<file path="config.mk">
export PLATFORM = sky130hd
export DESIGN_NAME = tff_counter
export DESIGN_NICKNAME = d
export VERILOG_FILES = /design/src/rtl/tff_counter.sv
export SDC_FILE = /design/constraint.sdc
export NUM_CORES = 1
export LEC_CHECK = 0
export BUFFER_PORTS_ARGS = -buffer_cell sky130_fd_sc_hd__buf_2
export CORE_AREA = 3 3 40 42
export CTS_BUF_LIST = sky130_fd_sc_hd__clkbuf_4 sky130_fd_sc_hd__clkbuf_8
export CTS_CLUSTER_DIAMETER = 60
export DETAILED_ROUTE_END_ITERATION = 12
export DIE_AREA = 0 0 43 45
export MAX_ROUTING_LAYER = met4
export PLACE_DENSITY = 0.7
export SETUP_SLACK_MARGIN = 0.4
export SLEW_MARGIN = 30
export SYNTH_ARGS = -nofsm -noshare
export SYNTH_HDL_FRONTEND = slang
export SYNTH_SLANG_ARGS = --single-unit
</file>
<file path="constraint.sdc">
create_clock -name clk -period 1.7 [get_ports clk]
set_input_delay 0.17 -clock clk [delete_from_list [all_inputs] [get_ports clk]]
set_output_delay 0.17 -clock clk [all_outputs]
set_load 0.02 [all_outputs]
</file>
<file path="src/rtl/tff_counter.sv">
// Parametrised counter built as a bank of T flip-flops: each edge applies q <= q ^ t,
// where t is chosen per mode (toggle mask, modulo up/down, clamped load).
module tff_counter #(
   parameter int unsigned      WIDTH     = 4,
   parameter longint unsigned  MODULUS   = 16,
   parameter int unsigned      RESET_VAL = 0
) (
   input  logic             clk,
   input  logic             rst,
   input  logic             en,
   input  logic [1:0]       mode,
   input  logic [WIDTH-1:0] t_mask,
   input  logic [WIDTH-1:0] load_val,
   input  logic             clr_sticky,
   output logic [WIDTH-1:0] q,
   output logic             tc,
   output logic             wrap,
   output logic             sticky_wrap
);

   localparam logic [1:0] MODE_TOGGLE = 2'b00;
   localparam logic [1:0] MODE_UP     = 2'b01;
   localparam logic [1:0] MODE_DOWN   = 2'b10;
   localparam logic [1:0] MODE_LOAD   = 2'b11;

   localparam logic [WIDTH-1:0] MAXV  = WIDTH'(MODULUS - 64'd1);
   localparam logic [WIDTH-1:0] RSTV  = WIDTH'(RESET_VAL);
   localparam bit               FULL  = (MODULUS == (64'd1 << WIDTH));

   logic [WIDTH-1:0] t;
   logic [WIDTH-1:0] up_t;
   logic [WIDTH-1:0] dn_t;
   logic [WIDTH-1:0] ld_v;
   logic             q_over;
   logic             ld_over;
   logic             q_top;
   logic             q_zero;
   logic             wrap_event;

   // A full-range modulus can never be exceeded, so the range checks vanish.
   if (FULL) begin : g_full
      assign q_over  = 1'b0;
      assign ld_over = 1'b0;
   end else begin : g_part
      assign q_over  = (q > MAXV);
      assign ld_over = (load_val > MAXV);
   end

   assign q_top  = (q >= MAXV);
   assign q_zero = (q == '0);

   // Bit i toggles when all lower bits are 1 (up) or all 0 (down): the increment/decrement XOR.
   assign up_t = q ^ (q + WIDTH'(1));
   assign dn_t = q ^ (q - WIDTH'(1));
   assign ld_v = ld_over ? MAXV : load_val;

   always_comb begin
      t = '0;
      if (en) begin
         case (mode)
            MODE_TOGGLE: t = t_mask;
            MODE_UP:     t = q_top ? q : up_t;
            MODE_DOWN:   t = (q_zero || q_over) ? (q ^ MAXV) : dn_t;
            MODE_LOAD:   t = q ^ ld_v;
            default:     t = '0;
         endcase
      end
   end

   assign wrap_event = en && (((mode == MODE_UP) && q_top) || ((mode == MODE_DOWN) && q_zero));
   assign tc         = wrap_event && !rst;

   always_ff @(posedge clk or posedge rst) begin
      if (rst) begin
         q           <= RSTV;
         wrap        <= 1'b0;
         sticky_wrap <= 1'b0;
      end else begin
         q           <= q ^ t;
         wrap        <= wrap_event;
         sticky_wrap <= (sticky_wrap && !clr_sticky) || wrap_event;
      end
   end

endmodule

</file>
# After elaboration in Yosys (flattened, before gate mapping)
# Cells that the tools add are included.
[word_totals] input_bits=14 regBits=6 output_inout_bits=7 elab_cells=29
[op_classes] reduce_logical=11 n_lt_le_gt_ge=1 n_bitwise=5 n_addsub=2 mux=4 n_eq_ne=3
[op_table] cell="case mux 4 bit (4 select lines)" count=1
[op_table] cell="XOR 4 bit" count=4
[op_table] cell="2-to-1 mux 4 bit" count=3
[op_table] cell="logical AND 1 bit" count=5
[op_table] cell="adder 4 x 1 -> 4 bit, second input constant" count=1
[op_table] cell="== test 2 bit, second input constant" count=2
[op_table] cell="greater-or-equal comparator 4 bit, second input constant" count=1
[op_table] cell="zero test 4 bit" count=1
[op_table] cell="NOT 4 bit" count=1
[op_table] cell="subtractor 4 x 1 -> 4 bit, second input constant" count=1
[op_table] cell="== test 2 x 1 -> 1 bit, second input constant" count=1
[op_table] cell="zero test 1 bit" count=2
[op_table] cell="zero test 2 bit" count=1
[op_table] cell="logical OR 1 bit" count=2

# Depth between registers and ports, before layout
[depth] ltp_word=6 mapped_depth=5

# Worst setup path before layout
# Ideal clock, no wire load.
[synth_timing] path_type="register to output" start="reg q[1]" end="out tc" arrival_ns=1.542 stages_incl_launch_ff=6 path_buffers=1 path_slack_ns=-0.012 t_required_ns=1.530 path_cell_list="dfrtp_1 > buf_6 > or4b_4 > nor3_2 > o21ai_2 > nor2_2"
[synth_via] elab_chain_len=5 word_cells_on_any_way=7 cone_classes="order compare: 1; reduce/logical: 6"
[synth_rtl] element="from (decl)" line="15" source="output logic [WIDTH-1:0] q,"
[synth_rtl] element="from (signal assigned)" line="79" source="q <= q ^ t;"
[synth_rtl] element="greater-or-equal comparator 4 bit / zero test 4 bit (equally long branches)" line="49, 50"
[synth_rtl] element="logical AND 1 bit" line="70" source="assign wrap_event = en && (((mode == MODE_UP) && q_top) || ((mode == MODE_DOWN) && q_zero));"
[synth_rtl] element="logical OR 1 bit (*)" line="70"
[synth_rtl] element="logical AND 1 bit (*)" line="70"
[synth_rtl] element="logical AND 1 bit (*)" line="71" source="assign tc = wrap_event && !rst;"
[synth_rtl] element="to (decl)" line="16" source="output logic tc,"
# Every way passes the cells marked *; elsewhere a longest branch is shown, timed or not.

# Final worst setup path
[layout_timing] start="reg q[0]" end="out tc"
# Same word-level chain as after synthesis.

==> impl_metrics.env <==
export IMPL_status="finished, violations left"
export IMPL_violations="setup timing"
export IMPL_via_per_inst=5.186
export IMPL_synth_top_family_by_area="compound AO/OA/AOI/OAI gates"
export IMPL_power_switching_mw=0.3000
export IMPL_ys_ff_latch=6
export IMPL_grt_usage_pct=14.59
export IMPL_antenna_found_initial=0
export IMPL_place_gp_congestion=0.7734
export IMPL_critical_path_class="reg2out"
export IMPL_ff2ff_setup_slack_ns=0.25
export IMPL_synthAdderAreaFrac_pct=0
export IMPL_synthMuxAreaShare_pct=4.381
export IMPL_ios=21
export IMPL_netlist_area_leader_share_pct=30.93
export IMPL_tns_ns=-0.1226
export IMPL_clock_skew_ns=0.005187
export IMPL_ys_top_cells_by_area="dfrtp_1, a21oi_1, o21ai_0, nor2_1, inv_1"
export IMPL_synth_area_um2=485.5
export IMPL_p_leak_nw=0.3344
export IMPL_hold_viol=0
export IMPL_clkSinkCount=6
export IMPL_synth_simple_area_share_pct=25.00
export IMPL_cts_buffer_depth=2
export IMPL_wl_per_cell_um=12.73
export IMPL_synth_area_leader_cell="dfrtp_1"
export IMPL_top_layer_used="met3"
export IMPL_max_cap_violations=0
export IMPL_rows=13
export IMPL_dieArea_mm2=0.001935
export IMPL_final_max_slew_viol_count=0
export IMPL_required_ns=1.53
export IMPL_tightestPinTransition_ns=0.2519
export IMPL_relSlewSlack_pct=83.21
export IMPL_power_density_mw_per_mm2=1049
export IMPL_grt_overflow=0
export IMPL_dp_cells=94
export IMPL_cts_tree="done"
export IMPL_synthCells=61
export IMPL_power_frac_comb_pct=48.7
export IMPL_async_reset_ff_share_pct=100.0
export IMPL_route_detailed_drc=0
export IMPL_syn_area_per_cell_um2=7.958
export IMPL_finalSetupViolCount=1
export IMPL_synth_commonest_cells="dfrtp_1, nor2_1"
export IMPL_fillCellCount=129
export IMPL_grt_pass1_vias=494
export IMPL_worstPathMaxFanout=3
export IMPL_insertedDiodeCount=0
export IMPL_fin_ws_ns=-0.1226
export IMPL_fp_dieW_um=43
export IMPL_areaGrowthSynthToFinish_pct=48.20
export IMPL_cp_start_kind="flip-flop"
export IMPL_power_frac_clock_pct=21.7
export IMPL_power_internal_mw=0.4548
export IMPL_h_tree_depth=1
export IMPL_io_buffers=20
export IMPL_final_cells=102
export IMPL_dominantRegCellSynth="dfrtp_1"
export IMPL_hold_class="in2reg"
export IMPL_nets=102
export IMPL_period_needed_ns=1.823
export IMPL_insertion_delay_ns=0.25
export IMPL_wl_met1_um=578
export IMPL_cts_root_buf="clkbuf_4"
export IMPL_synth_compound_area_share_pct=28.35
export IMPL_grt_max_degree=13
export IMPL_ant_nets=0
export IMPL_grt_first_pass_wirelength_um=2090
export IMPL_postLayoutCoreUtil_pct=55.99
export IMPL_clkTransAtPathRegs_ns=0.05
export IMPL_cts_made_buffers=3
export IMPL_post_dp_hpwl_um=861.3
export IMPL_drive_above_1_share_pct=50.57
export IMPL_end_kind="output pin"
export IMPL_drtPass1Iterations=3
export IMPL_arrival_ns=1.65
export IMPL_yosysWarnings=0
export IMPL_routed_wirelength_um=1298
export IMPL_start_util_pct=37.78
export IMPL_max_freq_ghz=0.5487
export IMPL_route_vias_total=529
export IMPL_first_iter_violations=9
export IMPL_coreArea_mm2=0.001285
export IMPL_synth_xor_area_share_pct=0
export IMPL_synth_edf_count=0
export IMPL_seqPwrFrac_pct=29.5
export IMPL_syn_nets=75
export IMPL_synth_cell_types=30
export IMPL_switching_share_pct=39.75
export IMPL_ir_drop_uv=544.1
export IMPL_rsz0062_at_grt="true"
export IMPL_fin_crit_sh_pct=107.2
export IMPL_met2_length_um=639
export IMPL_die_h_um=45
export IMPL_seq_area_frac_synth_pct=30.93
export IMPL_wl_met3_um=80
==> final timing paths <==
kind	from	endpoint	cells after the start
setup / recovery	q[0]	tc	5
hold / removal	clr_sticky	sticky_wrap	2
setup reg to reg	q[0]	q[2]	6
hold reg to reg	sticky_wrap	sticky_wrap	2
max in group asynchronous	rst	q[1]	3
min in group asynchronous	rst	q[2]	3
==> timing repair <==
item / 4_1_cts / 5_1_grt
buffers inserted: 1 / 2
pin swaps: 1 / 2
endpoints found under the hold margin: 6 / 0
endpoints found under the setup margin: 5 / 6
hold buffers: 1 / 0
resized for setup: 2 / 14
==> critical path: stages, from the launching register on <==
cell and delay (ns):
dfrtp_2 0.41, or4b_4 0.54, nor3_4 0.16, o21ai_4 0.09, nor2_4 0.09, buf_6 0.12
==> stage by stage <==
step	setup slack [ns]	instance area (µm²)	hold slack (ns)	power, mW
finish	-0.1226	719.4	0.08905	0.7548
detailed placement	0.1286	598.1	0.1245	0.5066
global placement	0.1528	598.1	0.1227	0.5006
global route	-0.1811	719.4	0.07859	0.8099
floorplan	0.05256	496.7	-0.03918	0.4288
CTS	-0.1272	651.9	0.08455	0.6992
==> registers in the layout, summed over array words and instances (netlist names) <==
register / cells
q: 4
sticky_wrap: 1
wrap: 1
==> metal layers <==
layer / global-route usage (%) / up-vias
li1: - / 269
met1: 17.20 / 245
met2: 23.35 / 15
met3: 5.179 / 0
met4: 4.819 / 0
met5: - / -
==> cells by family (layout without fill, tap and decap cells) <==
| kind of cell | count (synthesis) | count (layout) |
|---|---|---|
| flip-flops | 6 | 6 |
| multiplexers | 2 | 2 |
| buffers and inverters | 10 | 36 |
| AO/OA/AOI/OAI | 22 | 22 |
| AND/OR/NAND/NOR | 21 | 21 |
==> power groups by stage <==
stage                     combinational, mW  sequential [mW]  clock [mW]
after detailed placement              0.277            0.229           0
after CTS                             0.314            0.215       0.170
final                                 0.368            0.223       0.164
after floorplan                       0.157            0.272           0
after global placement                0.274            0.226           0
after global routing                  0.399            0.231       0.180
==> layout make-up <==
class / count / area [µm²] / area share (%)
clock buffer: 4 / 30.03 / 4.174
multi-input combinational: 45 / 326.6 / 45.39
tap: 15 / 18.77 / 2.609
timing repair buffer: 27 / 172.7 / 24.00
sequential: 6 / 152.6 / 21.22
inverter: 5 / 18.77 / 2.609
==> placed cells by master, fill, tap and decap left out, types with 2 or more instances in the layout <==
master    count
buf_4         4
a21oi_2       2
nor2_1        5
a31oi_1       2
buf_2        19
inv_1         5
clkbuf_4      4
o21ai_0       2
dfrtp_2       2
o211ai_1      2
o21ai_1       3
buf_6         2
a21oi_1       3
nand2_1       5
nand4b_1      2
dfrtp_1       4
(Power assumes the default switching activity.)
